[config.mk]
export PLATFORM = sky130hd
export DESIGN_NAME = vga_sprite_engine_flat
export DESIGN_NICKNAME = d
export VERILOG_FILES = /design/src/rtl/vga_sprite_engine_if.sv /design/src/rtl/vga_sprite_engine.sv /design/src/flat_wrapper.sv
export SDC_FILE = /design/constraint.sdc
export NUM_CORES = 1
export LEC_CHECK = 0
export BUFFER_PORTS_ARGS = -buffer_cell sky130_fd_sc_hd__buf_2
export CORE_MARGIN = 2
export CORE_UTILIZATION = 31
export DETAILED_ROUTE_END_ITERATION = 12
export PLACE_DENSITY_LB_ADDON = 0.2
export SLEW_MARGIN = 10
export SYNTH_ARGS = -nofsm -noshare
export SYNTH_HDL_FRONTEND = slang
export SYNTH_SLANG_ARGS = --single-unit
[constraint.sdc]
create_clock -name vga_clk -period 4.15 [get_ports vga_clk]
set_input_delay 0.2075 -clock vga_clk [delete_from_list [all_inputs] [get_ports vga_clk]]
set_output_delay 0.2075 -clock vga_clk [all_outputs]
set_load 0.02 [all_outputs]
[src/rtl/vga_sprite_engine_if.sv]
// Pin bundle of the sprite engine: sprite ROM read port, run controls and VGA DAC outputs.
interface vga_sprite_engine_if #(
  parameter int ADDR_W = 16
);
  logic              move_en;
  logic [1:0]        mode;
  logic [7:0]        spr_dout;
  logic [ADDR_W-1:0] spr_addr;
  logic              h_sync;
  logic              v_sync;
  logic              de;
  logic              frame_start;
  logic [2:0]        r;
  logic [2:0]        g;
  logic [1:0]        b;

  modport master (
    input  move_en, mode, spr_dout,
    output spr_addr, h_sync, v_sync, de, frame_start, r, g, b
  );

  modport slave (
    output move_en, mode, spr_dout,
    input  spr_addr, h_sync, v_sync, de, frame_start, r, g, b
  );
endinterface

[src/rtl/vga_sprite_engine.sv]
// Parametrised VGA timing plus a bouncing sprite read from an external 1-cycle-latency ROM,
// composited over colour bars; all video outputs are registered two cycles after the counters.
module vga_sprite_engine #(
  parameter int H_SYNC   = 96,
  parameter int H_BACK   = 48,
  parameter int H_ACTIVE = 640,
  parameter int H_FRONT  = 16,
  parameter int V_SYNC   = 2,
  parameter int V_BACK   = 33,
  parameter int V_ACTIVE = 480,
  parameter int V_FRONT  = 10,
  parameter int SPR_W    = 200,
  parameter int SPR_H    = 200,
  parameter int STEP     = 1,
  parameter int ADDR_W   = 16
) (
  input  logic                vga_clk,
  input  logic                rst_n,
  vga_sprite_engine_if.master bus
);
  localparam int H_TOTAL = H_SYNC + H_BACK + H_ACTIVE + H_FRONT;
  localparam int V_TOTAL = V_SYNC + V_BACK + V_ACTIVE + V_FRONT;
  localparam int HW      = $clog2(H_TOTAL);
  localparam int VW      = $clog2(V_TOTAL);

  // One spare bit on every coordinate so range ends and sums never wrap.
  localparam logic [HW:0] HS_END = (HW+1)'(H_SYNC);
  localparam logic [HW:0] H_OFF  = (HW+1)'(H_SYNC + H_BACK);
  localparam logic [HW:0] H_END  = (HW+1)'(H_SYNC + H_BACK + H_ACTIVE);
  localparam logic [HW:0] H_LAST = (HW+1)'(H_TOTAL - 1);
  localparam logic [HW:0] X_MAX  = (HW+1)'(H_ACTIVE - SPR_W);
  localparam logic [HW:0] X_STEP = (HW+1)'(STEP);
  localparam logic [HW:0] SPR_WC = (HW+1)'(SPR_W);
  localparam logic [VW:0] VS_END = (VW+1)'(V_SYNC);
  localparam logic [VW:0] V_OFF  = (VW+1)'(V_SYNC + V_BACK);
  localparam logic [VW:0] V_END  = (VW+1)'(V_SYNC + V_BACK + V_ACTIVE);
  localparam logic [VW:0] V_LAST = (VW+1)'(V_TOTAL - 1);
  localparam logic [VW:0] Y_MAX  = (VW+1)'(V_ACTIVE - SPR_H);
  localparam logic [VW:0] Y_STEP = (VW+1)'(STEP);
  localparam logic [VW:0] SPR_HC = (VW+1)'(SPR_H);
  localparam logic [VW:0] BAR1   = (VW+1)'(V_ACTIVE / 3);
  localparam logic [VW:0] BAR2   = (VW+1)'(2 * V_ACTIVE / 3);

  function automatic logic [7:0] bar_colour(input logic [VW:0] ay);
    logic [7:0] c;
    if (ay < BAR1)      c = 8'hE0;
    else if (ay < BAR2) c = 8'h1C;
    else                c = 8'h03;
    return c;
  endfunction

  logic [HW-1:0]     h_cnt_p0;
  logic [VW-1:0]     v_cnt_p0;
  logic [ADDR_W-1:0] spr_addr_p0;
  logic [HW:0]       x0, x0_nxt, hx, ax_p0;
  logic [VW:0]       y0, y0_nxt, vy, ay_p0;
  logic              dx, dx_nxt, dy, dy_nxt;
  logic              h_last, frame_last, vld_p0, in_spr_p0, fs_p0;

  assign hx         = {1'b0, h_cnt_p0};
  assign vy         = {1'b0, v_cnt_p0};
  assign ax_p0      = hx - H_OFF;
  assign ay_p0      = vy - V_OFF;
  assign h_last     = (hx == H_LAST);
  assign frame_last = h_last && (vy == V_LAST);
  assign vld_p0     = (hx >= H_OFF) && (hx < H_END) && (vy >= V_OFF) && (vy < V_END);
  assign in_spr_p0  = vld_p0 && ((ax_p0 - x0) < SPR_WC) && ((ay_p0 - y0) < SPR_HC);
  assign fs_p0      = vld_p0 && (ax_p0 == '0) && (ay_p0 == '0);

  // Bounce: an edge hit clamps exactly onto the limit and flips direction.
  always_comb begin
    x0_nxt = x0;
    dx_nxt = dx;
    y0_nxt = y0;
    dy_nxt = dy;
    if (frame_last && bus.move_en) begin
      if (dx) begin
        if (x0 + X_STEP >= X_MAX) begin x0_nxt = X_MAX; dx_nxt = 1'b0; end
        else                            x0_nxt = x0 + X_STEP;
      end else begin
        if (x0 <= X_STEP) begin x0_nxt = '0; dx_nxt = 1'b1; end
        else                    x0_nxt = x0 - X_STEP;
      end
      if (dy) begin
        if (y0 + Y_STEP >= Y_MAX) begin y0_nxt = Y_MAX; dy_nxt = 1'b0; end
        else                            y0_nxt = y0 + Y_STEP;
      end else begin
        if (y0 <= Y_STEP) begin y0_nxt = '0; dy_nxt = 1'b1; end
        else                    y0_nxt = y0 - Y_STEP;
      end
    end
  end

  // Stage 0: raster counters, sprite position and ROM address.
  always_ff @(posedge vga_clk or negedge rst_n) begin
    if (!rst_n) begin
      h_cnt_p0    <= '0;
      v_cnt_p0    <= '0;
      spr_addr_p0 <= '0;
      x0          <= '0;
      y0          <= '0;
      dx          <= 1'b1;
      dy          <= 1'b1;
    end else begin
      h_cnt_p0 <= h_last ? '0 : h_cnt_p0 + HW'(1);
      if (h_last) v_cnt_p0 <= (vy == V_LAST) ? '0 : v_cnt_p0 + VW'(1);
      if (frame_last)     spr_addr_p0 <= '0;
      else if (in_spr_p0) spr_addr_p0 <= spr_addr_p0 + ADDR_W'(1);
      x0 <= x0_nxt;
      y0 <= y0_nxt;
      dx <= dx_nxt;
      dy <= dy_nxt;
    end
  end

  // Stage 1: timing delayed to line up with the ROM data.
  logic          hs_p1, vs_p1, vld_p1, fs_p1, spr_p1;
  logic [VW:0]   ay_p1;

  always_ff @(posedge vga_clk or negedge rst_n) begin
    if (!rst_n) begin
      hs_p1  <= 1'b0;
      vs_p1  <= 1'b0;
      vld_p1 <= 1'b0;
      fs_p1  <= 1'b0;
      spr_p1 <= 1'b0;
    end else begin
      hs_p1  <= hx < HS_END;
      vs_p1  <= vy < VS_END;
      vld_p1 <= vld_p0;
      fs_p1  <= fs_p0;
      spr_p1 <= in_spr_p0;
    end
  end

  always_ff @(posedge vga_clk) ay_p1 <= ay_p0;

  logic [7:0] rgb_d;

  always_comb begin
    rgb_d = 8'h00;
    if (vld_p1) begin
      case (bus.mode)
        2'd0:    rgb_d = spr_p1 ? bus.spr_dout : bar_colour(ay_p1);
        2'd1:    rgb_d = bar_colour(ay_p1);
        2'd2:    rgb_d = spr_p1 ? bus.spr_dout : 8'h00;
        default: rgb_d = 8'hFF;
      endcase
    end
  end

  // Stage 2: registered DAC outputs.
  logic       hs_p2, vs_p2, vld_p2, fs_p2;
  logic [7:0] rgb_p2;

  always_ff @(posedge vga_clk or negedge rst_n) begin
    if (!rst_n) begin
      hs_p2  <= 1'b0;
      vs_p2  <= 1'b0;
      vld_p2 <= 1'b0;
      fs_p2  <= 1'b0;
      rgb_p2 <= 8'h00;
    end else begin
      hs_p2  <= hs_p1;
      vs_p2  <= vs_p1;
      vld_p2 <= vld_p1;
      fs_p2  <= fs_p1;
      rgb_p2 <= rgb_d;
    end
  end

  assign bus.spr_addr    = spr_addr_p0;
  assign bus.h_sync      = hs_p2;
  assign bus.v_sync      = vs_p2;
  assign bus.de          = vld_p2;
  assign bus.frame_start = fs_p2;
  assign bus.r           = rgb_p2[7:5];
  assign bus.g           = rgb_p2[4:2];
  assign bus.b           = rgb_p2[1:0];
endmodule

[src/flat_wrapper.sv]
// flat-port wrapper written by rule: the top's interface ports become plain ports
module vga_sprite_engine_flat 
#(
  parameter int H_SYNC   = 96,
  parameter int H_BACK   = 48,
  parameter int H_ACTIVE = 640,
  parameter int H_FRONT  = 16,
  parameter int V_SYNC   = 2,
  parameter int V_BACK   = 33,
  parameter int V_ACTIVE = 480,
  parameter int V_FRONT  = 10,
  parameter int SPR_W    = 200,
  parameter int SPR_H    = 200,
  parameter int STEP     = 1,
  parameter int ADDR_W   = 16
)
  (vga_clk, rst_n, bus_move_en, bus_mode, bus_spr_dout, bus_spr_addr, bus_h_sync, bus_v_sync, bus_de, bus_frame_start, bus_r, bus_g, bus_b);
  vga_sprite_engine_if #(.ADDR_W(ADDR_W)) bus_i ();
  input  logic vga_clk;
  input  logic rst_n;
  input wire logic [$bits(bus_i.move_en)-1:0] bus_move_en;
  input wire logic [$bits(bus_i.mode)-1:0] bus_mode;
  input wire logic [$bits(bus_i.spr_dout)-1:0] bus_spr_dout;
  output wire logic [$bits(bus_i.spr_addr)-1:0] bus_spr_addr;
  output wire logic [$bits(bus_i.h_sync)-1:0] bus_h_sync;
  output wire logic [$bits(bus_i.v_sync)-1:0] bus_v_sync;
  output wire logic [$bits(bus_i.de)-1:0] bus_de;
  output wire logic [$bits(bus_i.frame_start)-1:0] bus_frame_start;
  output wire logic [$bits(bus_i.r)-1:0] bus_r;
  output wire logic [$bits(bus_i.g)-1:0] bus_g;
  output wire logic [$bits(bus_i.b)-1:0] bus_b;
  assign bus_i.move_en = bus_move_en;
  assign bus_i.mode = bus_mode;
  assign bus_i.spr_dout = bus_spr_dout;
  assign bus_spr_addr = bus_i.spr_addr;
  assign bus_h_sync = bus_i.h_sync;
  assign bus_v_sync = bus_i.v_sync;
  assign bus_de = bus_i.de;
  assign bus_frame_start = bus_i.frame_start;
  assign bus_r = bus_i.r;
  assign bus_g = bus_i.g;
  assign bus_b = bus_i.b;
  vga_sprite_engine #(.H_SYNC(H_SYNC), .H_BACK(H_BACK), .H_ACTIVE(H_ACTIVE), .H_FRONT(H_FRONT), .V_SYNC(V_SYNC), .V_BACK(V_BACK), .V_ACTIVE(V_ACTIVE), .V_FRONT(V_FRONT), .SPR_W(SPR_W), .SPR_H(SPR_H), .STEP(STEP), .ADDR_W(ADDR_W)) u_core (.vga_clk(vga_clk), .rst_n(rst_n), .bus(bus_i));
endmodule
==> out/results.txt, run 1 <==
Status = completed
Max_cap viols = 0
R2r worst-path depth = 14
Number of enable flip-flop cells after synthesis = 0
Critical Path Fanout Max = 8
First-pass GRT wire length = 25360 um
Worst stage delay on the critical path = 820 ps
GRT Overall Usage = 0.1583
Initial antenna violation count = 0
Cell Rows = 49
DRT Pass-1 Iters = 5
Vias in the first global route = 4907
Max Freq = 0.2442 GHz
Main synth FF type = dfrtp_1
Crit path cell chain = buf_4, ha_2, o41ai_4, nand2_1, xnor2_2, ha_2, or3_1, o22ai_2, a31oi_1, xnor2_1, o41ai_4, or4b_2, or3_1, a21oi_1
Worst hold path depth = 3
Post-synthesis sequential area ratio = 0.3546
Clock Skews = 9.706 ps
Count of yosys warnings during synthesis = 0
Initial Utilization = 0.3185
CTS Buf Count = 9
Ratio of final minimum period to clock period = 0.9867
RSZ-0062 raised after global routing = true
Slew Viols, Final = 0
CTS tree = built
Final Hold Viols = 0
Post-DP HPWL = 11040 um
Worst-skew pair later-pin latency = 350 ps
Hold_sp = bus_spr_dout[2]
CP Data Required Time = 4420 ps
Cell area power density = 242.7 mW/mm^2
Post-Syn Area = 0.005779 mm^2
Post-Syn Instances = 686
CP startpoint = u_core.v_cnt_p0[0]$_DFFE_PN0N_
Asr flop ratio synth = 0.9277
Die area = 0.01975 mm^2
ANT nets after route = 0
Routed vias/inst = 5.591
Total nets after synthesis = 733
Critical path launch point type = register
Post-route cell area = 0.006740 mm^2
Total number of vias = 5390
# nets final = 777
# IOs = 41
Layout fillers = 1860
Clock root buffer = clkbuf_16
Slowest CP cell = or4b_2
Reg clk slew, reported paths = 80 ps
Die X = 140.5 um
Initial drt markers = 320
# diodes = 0
Layout cells sized above 1 = 0.1537
Synth Register Bits = 83
Grt ovf = 0
Tmin final = 4095 ps
DRT Wirelength = 15860 um
VDD IR max = 0.0001872 V
DRC = 0
Core area = 0.01815 mm^2
Pleak = 2.897 nW
Data arrival, critical path = 4370 ps
# clock sinks = 83
Htree depth = 3
Worst R2R Start = u_core.v_cnt_p0[0]$_DFFE_PN0N_
Area Growth Syn to Fin = 16.63%
CP Class = register to register
Gpl congestion = 0.8614
Relative max-transition margin = 0.4412
Port bufs = 40
Setup Viol. Count Final = 0
Final core utilization = 0.3714
Largest net degree at the start of global routing = 42
Worst-margin pin slew = 817.0 ps
Drt wl/cell = 16.45 um
Worst Hold Class = input port to register
Max clock buf depth = 2
CP Capture Type = register
Synth unique cells = 66
Post-Synthesis Mean Instance Area = 8.425 um^2
DP Area = 0.006290 mm^2
DIE HEIGHT = 140.5 um
==> per-layer routing <==
metal  global-route usage  vias to the layer above  wire length [um]
li1                     -                     2616                 -
met1               0.2126                     2592              7298
met2               0.2595                      160              7480
met3              0.03385                       22               766
met4              0.04211                        0               313
met5                    0                        -                 0
==> final cells by class <==
class	instances	area [um^2]	share of cell area
Multi-Input combinational cell	536	3580	0.5311
Sequential cell	83	2049	0.3041
Timing Repair Buffer	68	415.4	0.06163
Tap cell	229	286.5	0.04251
Clock buffer	9	225.2	0.03341
Inverter	32	120.1	0.01782
Clock inverter	7	63.81	0.009467
==> repair_timing <==
| action | in CTS | in global routing |
|---|---|---|
| cloned | 0 | 2 |
| hold endpoints to repair | 34 | 0 |
| pin swaps | 0 | 6 |
| gates resized for setup | 2 | 19 |
| buffers inserted | 1 | 2 |
| hold buffers | 1 | 0 |
| endpoints found under the setup margin | 14 | 16 |
==> worst paths after layout <==
path                                                       to  slack (ps)
hold reg to reg              u_core.bus.frame_start$_DFF_PN0_         350
max in group asynchronous         u_core.bus.h_sync$_DFF_PN0_        2820
setup / recovery           u_core.bus.spr_addr[7]$_DFFE_PN0P_          60
setup reg to reg           u_core.bus.spr_addr[7]$_DFFE_PN0P_          60
min in group asynchronous            u_core.y0[6]$_DFFE_PN0P_         390
hold / removal                     u_core.rgb_p2[2]$_DFF_PN0_         100
==> state kept, by name, indices dropped and copies added, names as in the netlist <==
register,flops
u_core.y0,11
u_core.x0,11
u_core.hs_p1,1
u_core.spr_p1,1
u_core.vs_p1,1
u_core.vld_p1,1
u_core.rgb_p2,8
u_core.dx,1
u_core.bus.v_sync,1
u_core.fs_p1,1
u_core.v_cnt_p0,10
u_core.bus.frame_start,1
u_core.ay_p1,6
u_core.bus.spr_addr,16
u_core.dy,1
u_core.bus.h_sync,1
u_core.bus.de,1
u_core.h_cnt_p0,10
==> cells by family after synthesis <==
group           after synthesis  synth area share
simple gates                248            0.2252
compound gates              212            0.2356
flops                        83            0.3546
buf+inv                      69           0.04936
xor+xnor                     37           0.05607
fa+ha+maj                    34           0.07361
mux                           3          0.005629
==> per-stage QoR <==
step | std cells | hold WS, ps | total power, W | TNS (ps) | setup slack (ps)
after floorplan | 686 | -88.09 | 0.0008265 | 0 | 239.0
after global placement | 942 | 237.7 | 0.0008507 | -788.2 | -91.65
after detailed placement | 942 | 240.7 | 0.0008511 | -1228 | -148.1
after CTS | 960 | 88.05 | 0.001670 | 0 | 17.55
after global routing | 964 | 109.4 | 0.001705 | -659.2 | -114.9
final | 964 | 103.3 | 0.001636 | 0 | 55.33
==> synth_stat cells, types with 3 or more instances <==
master	n	share of area
dfrtp_1	75	0.32
o21ai_0	63	0.055
a21oi_1	54	0.047
nand2_1	54	0.035
nor2_1	47	0.031
ha_1	34	0.074
inv_1	32	0.021
clkbuf_1	28	0.018
nor3_1	27	0.023
nand3_1	24	0.021
xnor2_1	19	0.029
xor2_1	18	0.027
and3_1	14	0.015
nand4_1	13	0.014
nor2b_1	11	0.012
o31ai_1	11	0.014
or3_1	11	0.012
and2_1	10	0.011
a31oi_1	8	0.0087
and4_1	8	0.012
nor4_1	8	0.0087
o21a_1	8	0.010
or4_1	8	0.010
a2111oi_0	6	0.0091
dfxtp_1	6	0.021
a211oi_1	5	0.0065
a21boi_0	5	0.0065
a21o_1	5	0.0065
nand2b_1	5	0.0054
o22ai_1	4	0.0043
o31a_1	4	0.0061
o41ai_1	4	0.0061
a32oi_1	3	0.0045
a41oi_1	3	0.0045
buf_2	3	0.0026
o211a_1	3	0.0052
o211ai_1	3	0.0039
o221ai_1	3	0.0045
==> where the power goes <==
part           internal (W)  switching [W]
logic            0.00000693      0.0000197
registers          0.000808              0
clock network      0.000421       0.000380
==> critical path, delay by kind of cell (launching register included) <==
kind                     cells  cell delay [ps]
AND/OR/NAND/NOR              4             1750
AO/OA/AOI/OAI                5              840
flip-flops                   1              390
XOR/XNOR                     2              460
buffers and inverters        1              170
adder cells (fa/ha/maj)      2              410
==> cells in the final DEF, fill, tap and decap left out, types with 6 or more instances in the layout <==
| master | netlist | routed |
|---|---|---|
| a21oi_1 | 54 | 53 |
| a31oi_1 | 8 | 8 |
| and2_1 | 10 | 10 |
| and3_1 | 14 | 14 |
| and4_1 | 8 | 8 |
| buf_2 | 3 | 39 |
| buf_4 | 2 | 28 |
| clkbuf_16 | 0 | 9 |
| dfrtp_1 | 75 | 75 |
| dfxtp_1 | 6 | 6 |
| ha_1 | 34 | 31 |
| inv_1 | 32 | 32 |
| nand2_1 | 54 | 54 |
| nand3_1 | 24 | 24 |
| nand4_1 | 13 | 13 |
| nor2_1 | 47 | 47 |
| nor2b_1 | 11 | 11 |
| nor3_1 | 27 | 25 |
| nor4_1 | 8 | 6 |
| o21a_1 | 8 | 8 |
| o21ai_0 | 63 | 62 |
| o31ai_1 | 11 | 10 |
| or3_1 | 11 | 11 |
| or4_1 | 8 | 7 |
| xnor2_1 | 19 | 18 |
| xor2_1 | 18 | 17 |
Power figures use the tool's default switching activity.
==> run 2: changes to the inputs <==
- CORE_ASPECT_RATIO: unset -> 2
- PLACE_DENSITY: unset -> 0.57
- PLACE_DENSITY_LB_ADDON: 0.2 -> unset
==> run 2 against run 1 <==
Clock skew fell by 2.7 ps; count of clock-buffer cells in the layout is 2 higher; largest power group is now clock; clock power grew 4.6%; setup slack better by 130 ps; sequential power hardly changed; sequential share of layout area down 0.23 points; die area up 0.33%; final area is 0.84% higher; hold slack got worse by 69 ps; critical endpoint is now u_core.bus.spr_addr[11]$_DFFE_PN0P_.
==> out/results.txt, run 2 (synthesis gave the netlist of run 1 again) <==
Status = completed
Post-DP HPWL = 12690 um (+15%)
Commonest non-fill, non-tap cell in the layout = dfrtp_1
# nets final = 789 (+1.5%)
Crit path cell chain = a2111oi_4, buf_4, nor2b_1, nor2_1, xor2_1, ha_1, buf_4, nand2_1, a211oi_1, a41o_1, nor4_4, or4b_4, buf_4, or3_1, a21oi_1
Slowest CP cell = or4b_4
Most frequent CP cell = buf_4
Worst Hold Class = input port to asynchronous set/reset pin
Cell area power density = 245.8 mW/mm^2 (+1.3%)
Fin Setup TNS = 0 ps (unchanged)
# IOs = 41 (unchanged)
Pleak = 2.943 nW (+1.6%)
# clock sinks = 83 (unchanged)
Reg clk slew, reported paths = 70 ps (about the same)
Cell Rows = 70 (+43%)
Port bufs = 40 (unchanged)
Final worst setup slack = 185.1 ps (+129.7 ps)
Multi-input logic area = 0.003540 mm^2 (-1.1%)
R2r worst-path depth = 15 (+1)
ANT nets after route = 0 (unchanged)
WL met2 = 9680 um (+29%)
Reg2reg setup slack = 190 ps (+130 ps)
Initial Utilization = 0.3157 (-0.002743)
DRT Pass-1 Iters = 5 (unchanged)
FF-to-FF End = u_core.bus.spr_addr[11]$_DFFE_PN0P_
Routed wl met3 = 474 um (-38%)
Slew Viols, Final = 0 (unchanged)
Pre-CTS WS = 76.84 ps (+224.9 ps)
Cells after DPL = 944 (+0.21%)
DR top layer = met4
Drt wl/cell = 17.53 um (+6.6%)
Total number of vias = 5436 (+0.85%)
Setup Viol. Count Final = 0 (unchanged)
Vias in the first global route = 5417 (+10%)
Hold buffers post-CTS = 0 (-1)
DIE HEIGHT = 197.1 um (+40%)
Worst R2R Start = u_core.v_cnt_p0[0]$_DFFE_PN0N_
CP Capture Type = register
Routed vias/inst = 5.645 (+0.96%)
Final Hold Viols = 0 (unchanged)
Most frequent cells in the layout = dfrtp_1 (74), o21ai_0 (62), nand2_1 (54)
Critical Path Sink = u_core.bus.spr_addr[11]$_DFFE_PN0P_
DRC = 0 (unchanged)
Grt ovf = 0 (unchanged)
Htree depth = 3 (unchanged)
Worst-margin pin slew = 1051 ps (+233.8 ps)
Relative max-transition margin = 0.2994 (-0.1418)
Critical path launch point type = register
Sequential standard cell area = 0.002051 mm^2 (about the same)
Max clock buf depth = 2 (unchanged)
Tightest hold margin = 33.90 ps (-69.38 ps)
Critical Path Fanout Max = 9 (+1)
Layout cells sized above 1 = 0.1620 (+0.008240)
Largest net degree at the start of global routing = 78 (+86%)
Die area = 0.01982 mm^2 (+0.33%)
Flip-flop count of the largest register after layout = 16 (unchanged)
Tmin final = 3965 ps (-129.7 ps)
Worst stage delay on the critical path = 570 ps (-250 ps)
RSZ-0062 raised after global routing = true
CTS tree = built
Core area = 0.01831 mm^2 (+0.87%)
VDD IR max = 0.0001731 V (-7.5%)
First-pass GRT wire length = 26790 um (+5.6%)
Layout fillers = 1881 (+1.1%)
CTS Buf Count = 9 (unchanged)
Max_cap viols = 0 (unchanged)
Data arrival, critical path = 4240 ps (-130 ps)
Clock Skews = 6.958 ps (-2.748 ps)
GRT Overall Usage = 0.1729 (+0.01464)
DRT Wirelength = 16890 um (+6.5%)
Met1 wire length = 5829 um (-20%)
Initial antenna violation count = 0 (unchanged)
Worst-skew pair later-pin latency = 350 ps (about the same)
Max Freq = 0.2522 GHz (+3.3%)
Initial drt markers = 366 (+14%)
CP Class = register to register
# diodes = 0 (unchanged)
Ratio of final minimum period to clock period = 0.9554 (-0.03126)
CP startpoint = u_core.v_cnt_p0[0]$_DFFE_PN0N_
CP Data Required Time = 4420 ps (about the same)
Gpl congestion = 0.8851 (+2.8%)
Clock root buffer = clkbuf_16
Fin cells = 963 (-0.10%)
Die X = 100.5 um (-28%)
Area Growth Syn to Fin = 17.60%
-- run 2: cell count changes in the layout (fill, tap and decap cells not counted), sizes merged --
cell,delta
buf,+14
inv,-5
clkbuf,+2
clkinv,+2
bufinv,+1
dlygate4sd3,-1
or4b,-1
-- run 2: through the flow --
step                      instance area, um^2  total power, W    util
after floorplan                          5779       0.0008265       -
after global placement                   6380       0.0008500  0.3485
after global routing                     6797        0.001733  0.3713
final                                    6797        0.001670  0.3713
after detailed placement                 6380       0.0008501  0.3485
after CTS                                6685        0.001694  0.3652
-- run 2: cell type report --
| type | instances | share of cell area |
|---|---|---|
| Inverter | 32 | 0.01767 |
| Multi-Input combinational cell | 535 | 0.5208 |
| Timing Repair Buffer | 81 | 0.07511 |
| Sequential cell | 83 | 0.3017 |
| Tap cell | 216 | 0.03976 |
| Clock inverter | 5 | 0.009205 |
| Clock buffer | 11 | 0.03571 |
-- run 2: per-layer routing --
| metal | global-route usage | up-vias |
|---|---|---|
| li1 | - | 2642 |
| met1 | 0.1620 | 2588 |
| met2 | 0.3433 | 151 |
| met3 | 0.02335 | 55 |
| met4 | 0.09792 | 0 |
| met5 | 0 | - |
-- run 2: worst min-delay path by stage --
stage | slack (ps) | end | cells past startpoint | start
after floorplan | -90 | u_core.bus.de$_DFF_PN0_ | 0 | rst_n
after global placement | 330 | u_core.bus.h_sync$_DFF_PN0_ | 0 | u_core.hs_p1$_DFF_PN0_
after detailed placement | 340 | u_core.bus.v_sync$_DFF_PN0_ | 0 | u_core.vs_p1$_DFF_PN0_
after CTS | 90 | u_core.y0[9]$_DFFE_PN0P_ | 1 | rst_n
after global routing | 110 | u_core.rgb_p2[3]$_DFF_PN0_ | 3 | bus_spr_dout[3]
final | 30 | u_core.y0[9]$_DFFE_PN0P_ | 1 | rst_n
-- run 2: worst max-delay path: cells and delay by family, from the launching register on --
family | cells | cell delay (ps)
AND/OR/NAND/NOR | 6 | 1480
flip-flops | 1 | 450
AO/OA/AOI/OAI | 4 | 790
adder cells (fa/ha/maj) | 1 | 330
buffers and inverters | 3 | 530
XOR/XNOR | 1 | 290
-- run 2: timing repair --
action | CTS | global route
setup buffers | 0 | 2
endpoints found under the hold margin | 0 | 0
resized for setup | 0 | 18
setup endpoints to repair | 0 | 17
-- run 2: where the power goes --
group / switching [W] / internal [W] / total [W]
Sequential: 0 / 0.000808 / 0.000808
Clock: 0.000352 / 0.000485 / 0.000838
Combinational: 0.0000191 / 0.00000563 / 0.0000248
Total: 0.000371 / 0.00130 / 0.00167
